==> src/rtl/spinet_master.sv <==
// spinet_master: SPI mode-0 initiator for one spinet ring port; define SPINET_MASTER_DROP_EMPTY_EN to drop received words whose valid bit is clear
module spinet_master #(
    parameter int WIDTH  = 14,
    parameter int CLKDIV = 2
) (
    input  logic             clk,
    input  logic             rst,
    input  logic [WIDTH-1:0] tx_data,
    input  logic             tx_valid,
    output logic             tx_ready,
    output logic [WIDTH-1:0] rx_data,
    output logic             rx_valid,
    output logic             busy,
    output logic             MOSI,
    output logic             SCLK,
    output logic             SS,
    input  logic             MISO
);
    localparam int HW = $clog2(CLKDIV) + 1;
    localparam int BW = $clog2(WIDTH + 1);
    localparam logic [HW-1:0] HLAST = HW'(CLKDIV - 1);
    localparam logic [BW-1:0] BLAST = BW'(WIDTH);

    typedef enum logic [2:0] {IDLE, SETUP, HIGH, LOW, DONE, GAP} state_t;

    state_t           state, state_n;
    logic [HW-1:0]    hcnt, hcnt_n;
    logic [BW-1:0]    bcnt, bcnt_n;
    logic [WIDTH-1:0] shift, shift_n, rx_data_n;
    logic             rx_valid_n, hlast, keep;

    assign hlast = hcnt == HLAST;
`ifdef SPINET_MASTER_DROP_EMPTY_EN
    assign keep = shift[WIDTH-1];
`else
    assign keep = 1'b1;
`endif

    // pin and handshake outputs are pure decodes of registered state, so they cannot glitch
    assign tx_ready = state == IDLE;
    assign busy     = state != IDLE;
    assign SS       = !(state == SETUP || state == HIGH || state == LOW);
    assign SCLK     = state == HIGH;
    assign MOSI     = !SS && shift[WIDTH-1];

    // state register; async reset drops SS and SCLK at once and leaves rx_data cleared
    always_ff @(posedge clk or negedge rst) begin
        if (!rst) begin
            state    <= IDLE;
            hcnt     <= '0;
            bcnt     <= '0;
            shift    <= '0;
            rx_data  <= '0;
            rx_valid <= 1'b0;
        end else begin
            state    <= state_n;
            hcnt     <= hcnt_n;
            bcnt     <= bcnt_n;
            shift    <= shift_n;
            rx_data  <= rx_data_n;
            rx_valid <= rx_valid_n;
        end
    end

    // sequencing: every non-idle state lasts CLKDIV cycles; DONE is the first cycle of the gap
    always_comb begin
        state_n    = state;
        hcnt_n     = hlast ? '0 : hcnt + 1'b1;
        bcnt_n     = bcnt;
        shift_n    = shift;
        rx_data_n  = rx_data;
        rx_valid_n = 1'b0;
        case (state)
            IDLE: begin
                hcnt_n = '0;
                if (tx_valid) begin
                    state_n = SETUP;
                    shift_n = tx_data;
                    bcnt_n  = '0;
                end
            end
            SETUP: state_n = hlast ? HIGH : SETUP;
            HIGH: begin
                if (hlast) begin
                    state_n = LOW;
                    shift_n = {shift[WIDTH-2:0], MISO};
                    bcnt_n  = bcnt + 1'b1;
                end
            end
            LOW: begin
                if (hlast) begin
                    state_n    = (bcnt == BLAST) ? DONE : HIGH;
                    rx_valid_n = (bcnt == BLAST) && keep;
                    rx_data_n  = rx_valid_n ? shift : rx_data;
                end
            end
            DONE, GAP: state_n = hlast ? IDLE : GAP;
            default:   state_n = IDLE;
        endcase
    end
endmodule

==> config.mk <==
export PLATFORM = sky130hd
export DESIGN_NAME = spinet_master
export DESIGN_NICKNAME = d
export VERILOG_FILES = /design/src/rtl/spinet_master.sv
export SDC_FILE = /design/constraint.sdc
export NUM_CORES = 1
export LEC_CHECK = 0
export CAP_MARGIN = 5
export CORE_ASPECT_RATIO = 1.75
export CORE_UTILIZATION = 50
export CTS_CLUSTER_DIAMETER = 100
export DETAILED_ROUTE_END_ITERATION = 6
export PLACE_DENSITY = 0.78
export SLEW_MARGIN = 10
export SYNTH_ARGS = -nofsm -noshare
export SYNTH_HDL_FRONTEND = slang
export SYNTH_SLANG_ARGS = --single-unit
==> constraint.sdc <==
create_clock -name clk -period 1.8 [get_ports clk]
set_input_delay 0.18 -clock clk [delete_from_list [all_inputs] [get_ports clk]]
set_output_delay 0.18 -clock clk [all_outputs]
set_load 0.05 [all_outputs]
==> summary.md <==
| Metric | Value |
|---|---|
| Status | `complete, no violations` |
| Post-DP HPWL | `2690 um` |
| Most common cell after layout, fill and taps aside | `dfrtp_1` |
| Achievable clock frequency | `574.9 MHz` |
| Type of the tightest min-delay check | `in -> async` |
| Flops & latches, synth | `38` |
| Unique masters post-synth | `29` |
| Worst Setup Start Kind | `register` |
| Initial core utilization | `between 50% and 60%` |
| Worst Skew | `roughly 0.0070 ns` |
| Routed wl met2 | `~2200 um` |
| Leak Pwr | `0.001114 uW` |
| Register area share after synthesis | `about 50%` |
| Ant. Diodes | `0` |
| Die width | `48.38 um` |
| Layout cells sized above 1 | `between 40% and 50%` |
| Nets | `around 200` |
| Maxcap violations | `0` |
| Number of routed nets with antenna violations | `0` |
| Synth Net Count | `148` |
| Avg Synthesized Cell Area | `14.70 um^2` |
| CP Class | `reg -> reg` |
| Ys async rst share | `100.0%` |
| Metal-1 WL | `between 1000 and 1500 um` |
| H-tree depth | `2` |
| Synthesized instance count | `between 100 and 150` |
| Layout area overhead | `34.18%` |
| Clock transition at path regs | `0.07 ns` |
| Cell Area, Synth | `0.001882 mm^2` |
| Metal3 WL | `between 100 and 150 um` |
| Clock tree buffer depth | `2` |
| Clock latency on the worst-skew pair | `slightly below 0.3 ns` |
| Final period util | `a little over nine tenths` |
| DR pass1 iterations | `4` |
| Final Max Slew Viols | `0` |
| Placed Cells | `214` |
| DRC viols | `0` |
| CTS tree | `yes` |
| Worst EP required | `between 1.5 and 2 ns` |
| Largest net degree at the start of global routing | `39` |
| GRT Resource Usage Total | `between 20% and 30%` |
| Post-synth EDFFs | `0` |
| Sink Count | `38` |
| Detailed-route wire length per cell | `about 17 um` |
| Final wirelength | `roughly 3800 um` |
| Worst R2R Start | `bcnt[0]$_DFFE_PN0P_` |
| Post-Layout Cell Count | `225` |
| Crit path time final | `approximately 1.7 ns` |
| DR top layer | `met4` |
| IO Pins | `38` |
| Cell area after placement | `approximately 0.0024 mm^2` |
| Worst reg2reg path endpoint | `rx_data[8]$_DFFE_PN0P_` |
| Final RePlAce weighted congestion | `around 0.77` |
| Commonest cells after routing, fill and taps aside | `dfrtp_1 (38), clkdlybuf4s50_1 (31), mux2_2 (24)` |
| Yosys warns | `0` |
| Clock root cell | `clkbuf_8` |
| Iteration-0 DRC count of the detailed router | `16` |
| Vias per cell | `around 5.3` |
| Pwr Density | `approximately 1700 mW/mm^2` |
| Slew @ Worst Pin | `roughly 0.5 ns` |
| Core area | `~0.0036 mm^2` |
| Reg2Reg Setup Slack | `between 0.06 and 0.07 ns` |
| Final setup vio count | `0` |
| CP endpoint kind | `register` |
| First-pass GRT wire length | `around 6500 um` |
| Main synth FF type | `dfrtp_1` |
| Initial antenna violation count | `0` |
| CP arrival | `~1.9 ns` |
| Util after Layout | `70.29%` |
| Relative slew margins | `about two thirds` |
| Worst-path maximum fanout | `7` |
| Fin. Hold Viols | `0` |
| GRT overflow | `0` |
| PortBufs | `37` |
| Height of the die | `~83 um` |
| Die ar. | `about 0.004 mm^2` |
| Max VDD drop | `between 0.001 and 0.0015 V` |
| Via Count | `1,197` |
| Worst r2r path cells | `6` |
| Row count | `29` |
| Total CTS buffers | `5` |
| Design Area, Final | `0.002525 mm^2` |
| Vias in the first global route | `1,286` |
repair_timing:
| item | 4_1_cts | 5_1_grt |
|---|---|---|
| setup buffers | 0 | 1 |
| hold buffers | 1 | 0 |
| endpoints found under the hold margin | 38 | 0 |
| resized for setup | 0 | 2 |
| endpoints found under the setup margin | 0 | 1 |
Yosys cell counts, types with 2 or more instances:
cell	count	share of area, %
a41oi_1	2	0.93
nor3_1	3	0.80
ha_1	2	1.3
nand3b_1	2	0.80
dfrtp_1	38	51
nand3_1	2	0.53
o22ai_1	2	0.66
mux2i_1	2	1.1
mux2_4	18	14
o21ai_0	3	0.80
buf_6	5	3.0
mux2_2	24	14
nor2_1	5	1.0
inv_1	5	1.0
registers in the layout, indices dropped and copies added, names as in the netlist:
| signal | cells |
|---|---|
| bcnt | 4 |
| rx_valid | 1 |
| shift | 14 |
| rx_data | 14 |
| state | 3 |
| hcnt | 2 |
critical path, cell delays in order, from the launching register on:
cell and delay [ns]:
dfrtp_1 0.42, inv_2 0.09, ha_1 0.18, nand3_2 0.11, nor3_4 0.30, clkbuf_16 0.22, mux2_4 0.30
worst max-delay path by stage:
| stage | start | endpoint | slack, ns | cells past startpoint |
|---|---|---|---|---|
| 2_1_floorplan | state[0]$_DFFE_PN0P_ | shift[10]$_DFFE_PN0P_ | 0.09 | 5 |
| 3_3_place_gp | tx_valid | shift[7]$_DFFE_PN0P_ | 0.17 | 5 |
| 3_5_place_dp | bcnt[0]$_DFFE_PN0P_ | rx_data[2]$_DFFE_PN0P_ | 0.11 | 6 |
| 4_1_cts | bcnt[0]$_DFFE_PN0P_ | rx_data[10]$_DFFE_PN0P_ | 0.07 | 6 |
| 5_1_grt | bcnt[0]$_DFFE_PN0P_ | rx_data[8]$_DFFE_PN0P_ | -0.002 | 6 |
| 6_report | bcnt[0]$_DFFE_PN0P_ | rx_data[8]$_DFFE_PN0P_ | 0.06 | 6 |
through the flow:
step | TNS (ns) | setup slack, ns | power [uW] | hold WS [ns]
2_1_floorplan | 0 | 0.08992 | 2943 | -0.1156
3_3_place_gp | 0 | 0.1719 | 3584 | 0.2411
3_5_place_dp | 0 | 0.1133 | 3666 | 0.2488
4_1_cts | 0 | 0.07017 | 4284 | 0.4683
5_1_grt | -0.001993 | -0.001993 | 4480 | 0.5093
6_report | 0 | 0.06054 | 4259 | 0.4555
layout make-up:
type | count | area [um^2]
timing repair buffer | 49 | 550.5
clock inverter | 1 | 5.005
multi-input combinational | 79 | 855.8
sequential | 38 | 950.9
fill | 233 | 1067
clock buffer | 7 | 86.33
inverter | 5 | 18.77
tap | 46 | 57.56
power breakdown:
part           switching, uW  internal (uW)  total [uW]
Sequential               246           1150        1400
Clock                    292            309         600
Combinational           1090           1170        2260
routing by layer:
| metal | vias up | GRT usage (%) |
|---|---|---|
| met5 | - | 0 |
| met4 | 0 | 10.43 |
| met3 | 6 | 4.945 |
| met2 | 26 | 38.03 |
| met1 | 605 | 24.18 |
| li1 | 560 | - |
logic make-up (layout without fill, tap and decap cells):
kind of cell / Yosys count / in the layout / share of synthesized area (%)
buffers and inverters: 11 / 62 / 5.053
DFF: 38 / 38 / 50.53
muxes: 44 / 44 / 29.79
and+or+nand+nor: 21 / 21 / 8.178
AOI/OAI and AO/OA: 12 / 12 / 5.120
adders and majority gates: 2 / 2 / 1.330
Power figures use the tool's default switching activity.
